`src/rtl/iir_mac_sched.sv`:
```
// iir_mac_sched: control sequencer for a direct-form IIR filter built around
// one shared multiply-accumulate unit. Each accepted input sample is walked
// through the b (feed-forward) taps, then the a (feedback) taps. The
// scheduler then waits for the MAC pipeline to empty, and finally presents
// y[n] downstream with a valid/ready handshake.
module iir_mac_sched #(
  parameter int N_B     = 4,  // feed-forward taps, 1..8
  parameter int N_A     = 6,  // feedback taps, 1..8
  parameter int MAC_LAT = 2   // MAC pipeline depth, 0..7
) (
  input  logic        clk,
  input  logic        rst_n,
  input  logic        en,
  input  logic        in_valid,
  output logic        in_ready,
  output logic        hist_push,
  output logic        mac_clr,
  output logic        mac_en,
  output logic        coef_sel,
  output logic [2:0]  coef_idx,
  output logic [2:0]  tap_idx,
  output logic        out_valid,
  input  logic        out_ready,
  output logic        out_hist_push,
  output logic        busy,
  output logic [15:0] sample_cnt
);

  // Last tap index in each bank, and the drain length loaded into the
  // down-counter once the final feedback product has been issued.
  localparam logic [2:0] B_LAST    = 3'(N_B - 1);
  localparam logic [2:0] A_LAST    = 3'(N_A - 1);
  localparam logic [2:0] DRAIN_LD  = 3'(MAC_LAT);
  localparam bit         NO_DRAIN  = (MAC_LAT == 0);

  typedef enum logic [2:0] {
    S_IDLE  = 3'd0,
    S_FIR   = 3'd1,
    S_IIR   = 3'd2,
    S_DRAIN = 3'd3,
    S_OUT   = 3'd4
  } state_t;

  state_t      state_q, state_d;
  logic [2:0]  k_q, k_d;          // tap index within the active bank
  logic [2:0]  drain_q, drain_d;  // remaining MAC pipeline flush cycles
  logic [15:0] cnt_q, cnt_d;      // completed output handshakes

  assign sample_cnt = cnt_q;

  // State, tap index, drain counter and sample counter registers
  always_ff @(posedge clk or negedge rst_n) begin
    if (!rst_n) begin
      state_q <= S_IDLE;
      k_q     <= 3'd0;
      drain_q <= 3'd0;
      cnt_q   <= 16'd0;
    end else begin
      state_q <= state_d;
      k_q     <= k_d;
      drain_q <= drain_d;
      cnt_q   <= cnt_d;
    end
  end

  // Next-state logic and per-state control outputs. While rst_n is low,
  // state_q is already IDLE, so only the IDLE handshake terms need gating.
  // That gating keeps in_ready and hist_push low during reset.
  always_comb begin
    state_d       = state_q;
    k_d           = k_q;
    drain_d       = drain_q;
    cnt_d         = cnt_q;
    in_ready      = 1'b0;
    hist_push     = 1'b0;
    mac_clr       = 1'b0;
    mac_en        = 1'b0;
    coef_sel      = 1'b0;
    coef_idx      = 3'd0;
    tap_idx       = 3'd0;
    out_valid     = 1'b0;
    out_hist_push = 1'b0;
    busy          = 1'b0;

    unique case (state_q)
      S_IDLE: begin
        in_ready = en & rst_n;
        if (in_ready && in_valid) begin
          hist_push = 1'b1;
          k_d       = 3'd0;
          state_d   = S_FIR;
        end
      end

      S_FIR: begin
        busy     = 1'b1;
        mac_en   = 1'b1;
        coef_idx = k_q;
        tap_idx  = k_q;
        // The first b product starts a fresh accumulation.
        mac_clr  = (k_q == 3'd0);
        if (k_q == B_LAST) begin
          k_d     = 3'd0;
          state_d = S_IIR;
        end else begin
          k_d = k_q + 3'd1;
        end
      end

      S_IIR: begin
        busy     = 1'b1;
        mac_en   = 1'b1;
        coef_sel = 1'b1;
        coef_idx = k_q;
        tap_idx  = k_q;
        if (k_q == A_LAST) begin
          k_d = 3'd0;
          if (NO_DRAIN) begin
            state_d = S_OUT;
          end else begin
            drain_d = DRAIN_LD;
            state_d = S_DRAIN;
          end
        end else begin
          k_d = k_q + 3'd1;
        end
      end

      S_DRAIN: begin
        busy = 1'b1;
        // Leave after exactly MAC_LAT cycles, once the last product has landed.
        if (drain_q <= 3'd1) begin
          drain_d = 3'd0;
          state_d = S_OUT;
        end else begin
          drain_d = drain_q - 3'd1;
        end
      end

      S_OUT: begin
        busy      = 1'b1;
        out_valid = 1'b1;
        if (out_ready) begin
          out_hist_push = 1'b1;
          cnt_d         = cnt_q + 16'd1;
          state_d       = S_IDLE;
        end
      end

      default: begin
        state_d = S_IDLE;
        k_d     = 3'd0;
        drain_d = 3'd0;
      end
    endcase
  end

endmodule

```
`config.mk`:
```
export PLATFORM = sky130hd
export DESIGN_NAME = iir_mac_sched
export DESIGN_NICKNAME = d
export VERILOG_FILES = /design/src/rtl/iir_mac_sched.sv
export SDC_FILE = /design/constraint.sdc
export NUM_CORES = 1
export LEC_CHECK = 0
export ABC_AREA = 1
export CELL_PAD_IN_SITES_DETAIL_PLACEMENT = 1
export CELL_PAD_IN_SITES_GLOBAL_PLACEMENT = 2
export CORE_AREA = 5 5 80 82
export CTS_BUF_LIST = sky130_fd_sc_hd__clkbuf_2 sky130_fd_sc_hd__clkbuf_4 sky130_fd_sc_hd__clkbuf_8
export DETAILED_ROUTE_END_ITERATION = 8
export DIE_AREA = 0 0 85 87
export GPL_TIMING_DRIVEN = 0
export PLACE_DENSITY = 0.84
export SLEW_MARGIN = 20
export SYNTH_ARGS = -nofsm -noshare
export SYNTH_HDL_FRONTEND = slang
export SYNTH_SLANG_ARGS = --single-unit
```
`constraint.sdc`:
```
create_clock -name clk -period 1.7 [get_ports clk]
set_input_delay 0.17 -clock clk [delete_from_list [all_inputs] [get_ports clk]]
set_output_delay 0.17 -clock clk [all_outputs]
set_load 0.02 [all_outputs]
```
# After elaboration in Yosys (flattened, before gate mapping)
# Index checks and enable logic that the tools add are counted.
# classes
n_addsub	3
magnitude_cmp	1
n_eq_ne	11
mux	24
bitwise_logic	3
n_reduce_logical	11
# ops
operator	n
$mux 3	11
$add 16x1->16 const B	1
$pmux 3 s5	1
$pmux 3 s4	1
$mux 1	10
$ne 2x2->1 const B	5
$eq 3x2->1 const B	3
$pmux 3 s3	1
$eq 3x3->1 const B	2
$logic_not 3->1	2
$reduce_and 2->1	3
$reduce_and 5->1	1
$reduce_or 2->1	2
$reduce_or 4->1	1
$add 3x1->3 const B	1
$eq 3x1->1 const B	1
$le 3x1->1 const B	1
$reduce_or 3->1	1
$sub 3x1->3 const B	1
$not 1->1	2
$and 1x1->1	1
$logic_and 1x1->1	1
# totals
reg_bits	25
inputBits	5
output_inout_bits	30
word_cells	57

# Logic depth before layout (Yosys ltp)
# Gate-level depths: netlist of the first run.
# depth
depth_word	4
ltp_mapped	9
mapped_depth_nobuf	9

# Worst setup path after synthesis of the first run
# Ideal clock, no wire load.
# synth_path
path_type	flip-flop to output port
startpoint	register state_q[2]
endpoint	output port tap_idx[1]
t_arrival_ns	1.540
required_time_ns	1.530
slack_ns	-0.010
stages_incl_launch_ff	7
n_path_buf	1
cell_sequence	dfrtp_1 -> nor2_1 -> nand2_1 -> nand2_1 -> inv_1 -> nor2_1 -> buf_4
# synth_via
elab_chain_cells	3
word_cells_on_any_way	4
cone_classes	eq/ne: 2; mux: 1; reduce/logical: 1
# synth_lines
element	line	source
from (decl)	44	state_t state_q, state_d;
from (signal assigned)	59	state_q <= state_d;
$eq 3x2->1 or $eq 3x1->1 (tied branches)	-	
$reduce_or 2->1 (no source line) (*)	-	
$mux 3 (*)	-	
to (decl)	21	output logic [2:0] tap_idx,
# Every way passes the cells marked *; elsewhere a longest branch is shown, timed or not.

# Worst setup path in the final report of the first run
# layout_path
startpoint	register state_q[0]
endpoint	output port tap_idx[0]
# layout_via
elab_chain_cells	3
word_cells_on_any_way	4
cone_classes	eq/ne: 2; mux: 1; reduce/logical: 1
# layout_lines
element	line	source
$eq 3x2->1 or $eq 3x1->1 (tied branches)	85	unique case (state_q)
$reduce_or 2->1 (no source line) (*)	-	
$mux 3 (*)	85	
# Marked as above.

==> impl_results.md, run 1 <==
* Status: completed
* Adder-Cell Fraction of Synth Area at 0.0711
* Top post-synthesis cells by area: dfrtp_1, nand2_1, inv_1
* Crit Path Max Fanout at 4
* Diodes inserted at 0
* Slowest-stage cell, CP: dfrtp_2
* Vias in the first global route at 1423
* Critical path launch point type: flop
* Clk pin slew, worst setup/hold paths at 100 ps
* Required time worst endpoint at 1530 ps
* Num ports at 35
* CTS Buffer Depth at 2
* Netlist Area Pre-Place at 1580 sq um
* Final instance area at 2180 sq um
* Initial cell density of the core at 0.279
* Flop pwr share at 0.291
* First-pass GRT wire length at 6.70 mm
* CP cell instances: inv_2 > nor2_4 > nand2_2 > nand2_4 > inv_4 > nor2_4 > buf_4 > buf_4
* Share of post-route cells with drive strength above 1 at 0.209
* Asr flop ratio synth at 1.00
* Most frequent cell after synthesis: nand2_1
* Final setup vio count at 0
* Cell Area, Placed at 2010 sq um
* Post-synthesis compound-gate area fraction at 0.0340
* Synth Area in Simple Gates at 0.348
* Drt total wl at 4.08 mm
* Port Buffers at 34
* CTS sink count at 25
* Final Non-Filler Cells at 328
* NetSw at 0.00146 W
* Drt drc at 0
* Max-cap violations at 0
* Slew Viols, Final at 0
* Worst slew pin tran at 525 ps
* GPL Wtd Cong at 0.735
* CTS tree: built
* DRT Pass-1 Iters at 4
* Post-Syn Nets at 219
* Post-placement cell count at 314
* Root buffer cell: clkbuf_8
* Sequential share of the synthesized area at 0.395
* Main combinational cell family by area after synthesis: simple AND/OR/NAND/NOR gates
* Power Density at 1420 nW/um^2
* Clk_lat worst skew at 270 ps
* Total number of vias at 1430
* Initial antenna violation count at 0
* WP data arrival at 1460 ps
* Yosys top cell area share at 0.395
* Hold Fails Final Rpt at 0
* DPL Wire Length at 3.06 mm
* Fin nets at 268
* Min Tclk post-route at 1630 ps
* Hold Path Class: in -> async
* Overflow after GRT at 0
* Core Area at 5680 sq um
* Crit Path Class: reg -> out
* Post-synthesis mux area share at 0
* Area Overhead vs Synth at 37.8%
* Die footprint at 7400 sq um
* Post-synth top area cell: dfrtp_1
* Logic pwr share at 0.586
* Vias per std cell at 4.36
* Max-slew headroom at 0.647
* H-tree level count at 1
* CP Capture Type: output pin
* Gr usage total at 0.112
* Drt wl/cell at 12.5 um
* Peak Freq at 0.615 GHz
* Synth cell types at 25
* Largest net degree at the start of global routing at 26
* Die Height at 87 um
* Main flop type after synthesis: dfrtp_1
* Cells after Synth at 205
* Synth Warn # at 0
* Peak VDD IR at 0.500 mV
* Die width at 85 um
* Dpl ws at -369 ps
* Post-synth EDFFs at 0
* Post-synth top cells: nand2_1, inv_1, dfrtp_1, nor2_1, nand3_1
* Post-Synth XOR/XNOR Area at 0.0498
* Slowest Stage Delay on Critical Path at 470 ps
* Inserted Clock Buffers at 3
* Synthesis-stage register bit count at 25
* P_leak at 1.14 nW
* Top delay family on crit path: buffers and inverters
* Mean area per synthesized cell at 7.72 sq um
* Final Skew at 2.19 ps
* CP bufs+invs at 4
* Worst Slack Setup Final at 73.7 ps
* Row cnt at 28
* Int Power at 0.00163 W
* Sw frac at 0.472
* Clock Power Share at 0.123
* DR iter-0 viols at 22
* Final ANT Viol Nets at 0
* Crit share post-route at 0.957
==> layout make-up <==
cell class | instances | area (sq um)
fill | 707 | 3490
multi-input combinational | 140 | 848
sequential | 25 | 629
timing repair buffer | 44 | 394
inverter | 37 | 144
tap | 75 | 93.8
clock buffer | 3 | 41.3
buffer | 3 | 22.5
clock inverter | 1 | 7.51
==> layer usage <==
| metal | vias to the layer above | GRT usage | share of wire |
|---|---|---|---|
| met3 | 2 | 0.0227 | 0.023 |
| met4 | 0 | 0.0216 | 0.0076 |
| met5 | - | 0 | 0 |
| li1 | 730 | - | - |
| met1 | 681 | 0.157 | 0.49 |
| met2 | 17 | 0.179 | 0.48 |
==> path summary, 6_finish.rpt <==
kind / start / slack (ps) / to / cells after the start
worst max-delay path: state_q[0] / 70 / tap_idx[0] / 8
worst min-delay path: rst_n / 400 / sample_cnt[4] / 3
worst max register to register: k_q[1] / 170 / state_q[0] / 9
worst min register to register: sample_cnt[14] / 520 / sample_cnt[14] / 2
max in group asynchronous: rst_n / 1130 / state_q[1] / 3
min in group clk: sample_cnt[14] / 520 / sample_cnt[14] / 2
==> metrics by stage <==
stage,hold WS (ps),total power (W),util,setup TNS (ps)
floorplan,-126,0.00189,-,-30.3
global placement,501,0.00245,0.355,-8940
detailed placement,229,0.00247,0.354,-2230
CTS,410,0.00291,0.371,-8.59
global route,429,0.00337,0.384,-19.8
finish,403,0.00309,0.384,0
==> cell usage in the layout (no fill, tap or decap), types with 3 or more instances in the layout <==
cell type	instances
nor2_4	8
ha_1	9
clkdlybuf4s50_1	19
xnor2_1	4
o21ai_0	5
clkbuf_8	3
buf_4	14
xor2_1	5
nand3_1	16
dfrtp_1	22
nand2_1	52
inv_1	33
dfrtp_2	3
nor2_1	14
clkbuf_2	3
nor3_1	4
nand4_1	8
nand2_2	3
buf_2	3
==> sequential cells by signal (all words and copies together), names as in the netlist <==
signal / flops
k_q: 3
sample_cnt: 16
state_q: 3
drain_q: 3
==> power groups by stage <==
stage	registers, W	logic, W	clock network [W]
5_1_grt	0.000922	0.00203	0.000421
3_5_place_dp	0.000890	0.00158	0
6_report	0.000897	0.00181	0.000381
3_3_place_gp	0.000886	0.00156	0
4_1_cts	0.000894	0.00162	0.000397
2_1_floorplan	0.000895	0.000992	0
==> what timing repair did <==
| action | CTS | global route |
|---|---|---|
| endpoints found under the hold margin | 25 | 0 |
| endpoints found under the setup margin | 14 | 13 |
| resized for setup | 55 | 17 |
| hold buffers | 2 | 0 |
| buffers inserted | 2 | 6 |
| pin swaps | 2 | 4 |
==> kinds of logic after synthesis <==
group                    after synthesis
AO/OA/AOI/OAI                          9
XOR/XNOR                               9
adder cells (fa/ha/maj)                9
buffers and inverters                 40
flip-flops                            25
AND/OR/NAND/NOR                      113
==> worst reg2reg max path, cell delays in order, from the launching register on <==
cell and delay (ps):
dfrtp_1 430, inv_2 120, ha_1 180, nand2_1 100
nand3_2 140, nand2_1 130, nor2_4 150, nand2_1 60
nand2_1 60, nand2_1 40
Power figures use the tool's default switching activity.
==> run 2: changes to the inputs <==
--- a/config.mk
+++ b/config.mk
@@ -5,15 +5,14 @@
 export SDC_FILE = /design/constraint.sdc
 export NUM_CORES = 1
 export LEC_CHECK = 0
-export ABC_AREA = 1
 export CELL_PAD_IN_SITES_DETAIL_PLACEMENT = 1
 export CELL_PAD_IN_SITES_GLOBAL_PLACEMENT = 2
-export CORE_AREA = 5 5 80 82
+export CORE_AREA = 5 5 74 76
 export CTS_BUF_LIST = sky130_fd_sc_hd__clkbuf_2 sky130_fd_sc_hd__clkbuf_4 sky130_fd_sc_hd__clkbuf_8
 export DETAILED_ROUTE_END_ITERATION = 8
-export DIE_AREA = 0 0 85 87
+export DIE_AREA = 0 0 79 81
 export GPL_TIMING_DRIVEN = 0
-export PLACE_DENSITY = 0.84
+export PLACE_DENSITY = 0.85
 export SLEW_MARGIN = 20
 export SYNTH_ARGS = -nofsm -noshare
 export SYNTH_HDL_FRONTEND = slang
==> constraint.sdc (replaced) <==
create_clock -name clk -period 1.55 [get_ports clk]
set_input_delay 0.155 -clock clk [delete_from_list [all_inputs] [get_ports clk]]
set_output_delay 0.155 -clock clk [all_outputs]
set_load 0.02 [all_outputs]
==> impl_results.md, run 2 <==
* Status: finished with violations
* Failing checks: negative setup slack
* Post-synth EDFFs at 0 (unchanged)
* Max reg flops at 16 (unchanged)
* Core Area at 4660 sq um (-18%)
* DR iter-0 viols at 39 (+77%)
* Commonest cells after routing, fill and taps aside: buf_4, dfrtp_1, buf_6, nand2_1, clkdlybuf4s50_1
* Mean area per synthesized cell at 9.68 sq um (+25%)
* Asr flop ratio synth at 1.00 (unchanged)
* Drt total wl at 4.83 mm (+18%)
* Final setup vio count at 27 (+27)
* Drt drc at 0 (unchanged)
* Hold Fails Final Rpt at 0 (unchanged)
* Power Total at 0.00408 W (+32%)
* CTS Buffer Depth at 2 (unchanged)
* Max-slew headroom at 0.766 (+0.118)
* Drt wl/cell at 17.8 um (+43%)
* Overflow after GRT at 0 (unchanged)
* Min Tclk post-route at 1740 ps
* Hold slack at 368 ps (-35.4 ps)
* Gr usage total at 0.139 (+0.0275)
* H-tree level count at 1 (unchanged)
* Crit Path Class: reg -> reg
* Peak VDD IR at 0.959 mV (+92%)
* Crit Path Max Fanout at 4 (unchanged)
* Worst flop-to-flop path startpoint: state_q[0]
* Final Non-Filler Cells at 271 (-17%)
* Peak Freq at 0.574 GHz
* Num ports at 35 (unchanged)
* Vias per std cell at 5.02 (+15%)
* Total number of vias at 1361 (-4.8%)
* Share of post-route cells with drive strength above 1 at 0.465 (+0.256)
* Setup TNS at -2520 ps (-2520 ps)
* Port Buffers at 34 (unchanged)
* CTS sink count at 25 (unchanged)
* Die footprint at 6400 sq um (-13%)
* Worst slew pin tran at 349 ps (-176 ps)
* Fin nets at 232 (-13%)
* First-pass GRT wire length at 7.04 mm (+5.2%)
* Post-placement cell count at 234 (-25%)
* Clk pin slew, worst setup/hold paths at 100 ps (about the same)
* Power Density at 1670 nW/um^2 (+18%)
* Synth cell types at 39 (+56%)
* Netlist Area Pre-Place at 1410 sq um (-11%)
* Row cnt at 25 (-11%)
* R2r setup slk at -190 ps (-360 ps)
* Cells after Synth at 146 (-29%)
* Max-cap violations at 0 (unchanged)
* Main flop type after synthesis: dfrtp_1
* Final ANT Viol Nets at 0 (unchanged)
* Worst Slack Setup Final at -192 ps (-265 ps)
* Inserted Clock Buffers at 3 (unchanged)
* Post-synth top area cell: dfrtp_1
* Dpl ws at -620 ps (-251 ps)
* Initial antenna violation count at 0 (unchanged)
* Top post-synthesis cells by area: dfrtp_1, ha_1, xnor2_1
* WP data arrival at 1950 ps (+490 ps)
* GPL Wtd Cong at 0.789 (+7.3%)
* Most common cell after layout, fill and taps aside: buf_4
* Vias in the first global route at 1437 (+0.98%)
* Most frequent cell after synthesis: dfrtp_1
* Hold Path Class: in -> async
* Critical path launch point type: flop
* Post-Syn Nets at 160 (-27%)
* DRT Pass-1 Iters at 4 (unchanged)
* Yosys top cell area share at 0.443 (+0.0476)
* Clk_lat worst skew at 270 ps (about the same)
* Slew Viols, Final at 0 (unchanged)
* Synthesis-stage register bit count at 25 (unchanged)
* Diodes inserted at 0 (unchanged)
* Root buffer cell: clkbuf_8
* P_leak at 1.14 nW (-0.14%)
* Required time worst endpoint at 1760 ps (+230 ps)
* Post-synth top cells: dfrtp_1, nand2_1, xnor2_1, nor2_1, inv_1
* Crit share post-route at 1.12
* Sequential share of the synthesized area at 0.443 (+0.0476)
* Die Height at 81 um (-6.9%)
* Final Skew at 1.60 ps (-0.582 ps)
* Largest net degree at the start of global routing at 26 (unchanged)
* CTS tree: built
* Die width at 79 um (-7.1%)
* Reg2reg end: sample_cnt[12]
* CP Capture Type: flop
* Area Overhead vs Synth at 72.7%
* RSZ-0062 raised after global routing: yes
* Synth Warn # at 0 (unchanged)
* Initial cell density of the core at 0.303 (+0.0242)
* R2R cell count at 6 (-3)
* DPL Wire Length at 2.80 mm (-8.4%)
[run 2: worst max-delay path, stage by stage (launching register included)]
cell	delay, ps
dfrtp_1	410
buf_4	150
nand4bb_1	190
buf_6	160
or4_4	470
nor3_4	140
xor2_1	150
[run 2: repair_timing]
action	in CTS	in global routing
resized for setup	109	35
pin swaps	12	19
setup buffers	14	16
endpoints found under the setup margin	26	33
hold buffers	2	0
endpoints found under the hold margin	25	0
cloned	1	0
[run 2: cell type report]
| type | count | area [sq um] |
|---|---|---|
| Buffer | 8 | 100 |
| Fill cell | 489 | 2220 |
| Sequential cell | 25 | 629 |
| Clock inverter | 1 | 7.51 |
| Timing Repair Buffer | 67 | 631 |
| Multi-Input combinational cell | 103 | 918 |
| Clock buffer | 3 | 41.3 |
| Inverter | 10 | 45.0 |
| Tap cell | 54 | 67.6 |
[run 2: where the power goes]
group	switching (W)	leakage [nW]	internal [W]	total, W
clock	0.000233	0.0217	0.000183	0.000415
sequential	0.000143	0.328	0.000783	0.000926
combinational	0.00135	0.787	0.00139	0.00274
total	0.00172	1.14	0.00236	0.00408
[run 2: worst max-delay path by stage]
stage	to	from	cells past startpoint	slack [ps]
2_1_floorplan	sample_cnt[12]	sample_cnt[0]	5	-40
3_3_place_gp	hist_push	rst_n	5	-1320
3_5_place_dp	tap_idx[0]	state_q[1]	6	-620
4_1_cts	sample_cnt[10]	state_q[0]	6	-140
5_1_grt	out_valid	state_q[1]	5	-260
6_report	sample_cnt[12]	state_q[0]	6	-190
[run 2: metal layers]
| metal | global-route usage | up-vias | part of all wire |
|---|---|---|---|
| met3 | 0.0355 | 6 | 0.037 |
| met2 | 0.269 | 25 | 0.54 |
| met5 | 0 | - | 0 |
| li1 | - | 644 | - |
| met4 | 0.0189 | 0 | 0.011 |
| met1 | 0.158 | 686 | 0.41 |
[run 2: stage by stage]
stage | area (sq um) | util
floorplan | 1480 | -
global placement | 1890 | 0.406
detailed placement | 1890 | 0.405
CTS | 2210 | 0.473
global route | 2440 | 0.523
finish | 2440 | 0.523
[run 2: logic make-up after synthesis]
family,share of synthesized area
flip-flops,0.443
AO/OA/AOI/OAI,0.0957
AND/OR/NAND/NOR,0.208
adder cells (fa/ha/maj),0.0797
XOR/XNOR,0.0992
buffers and inverters,0.0593
multiplexers,0.0151
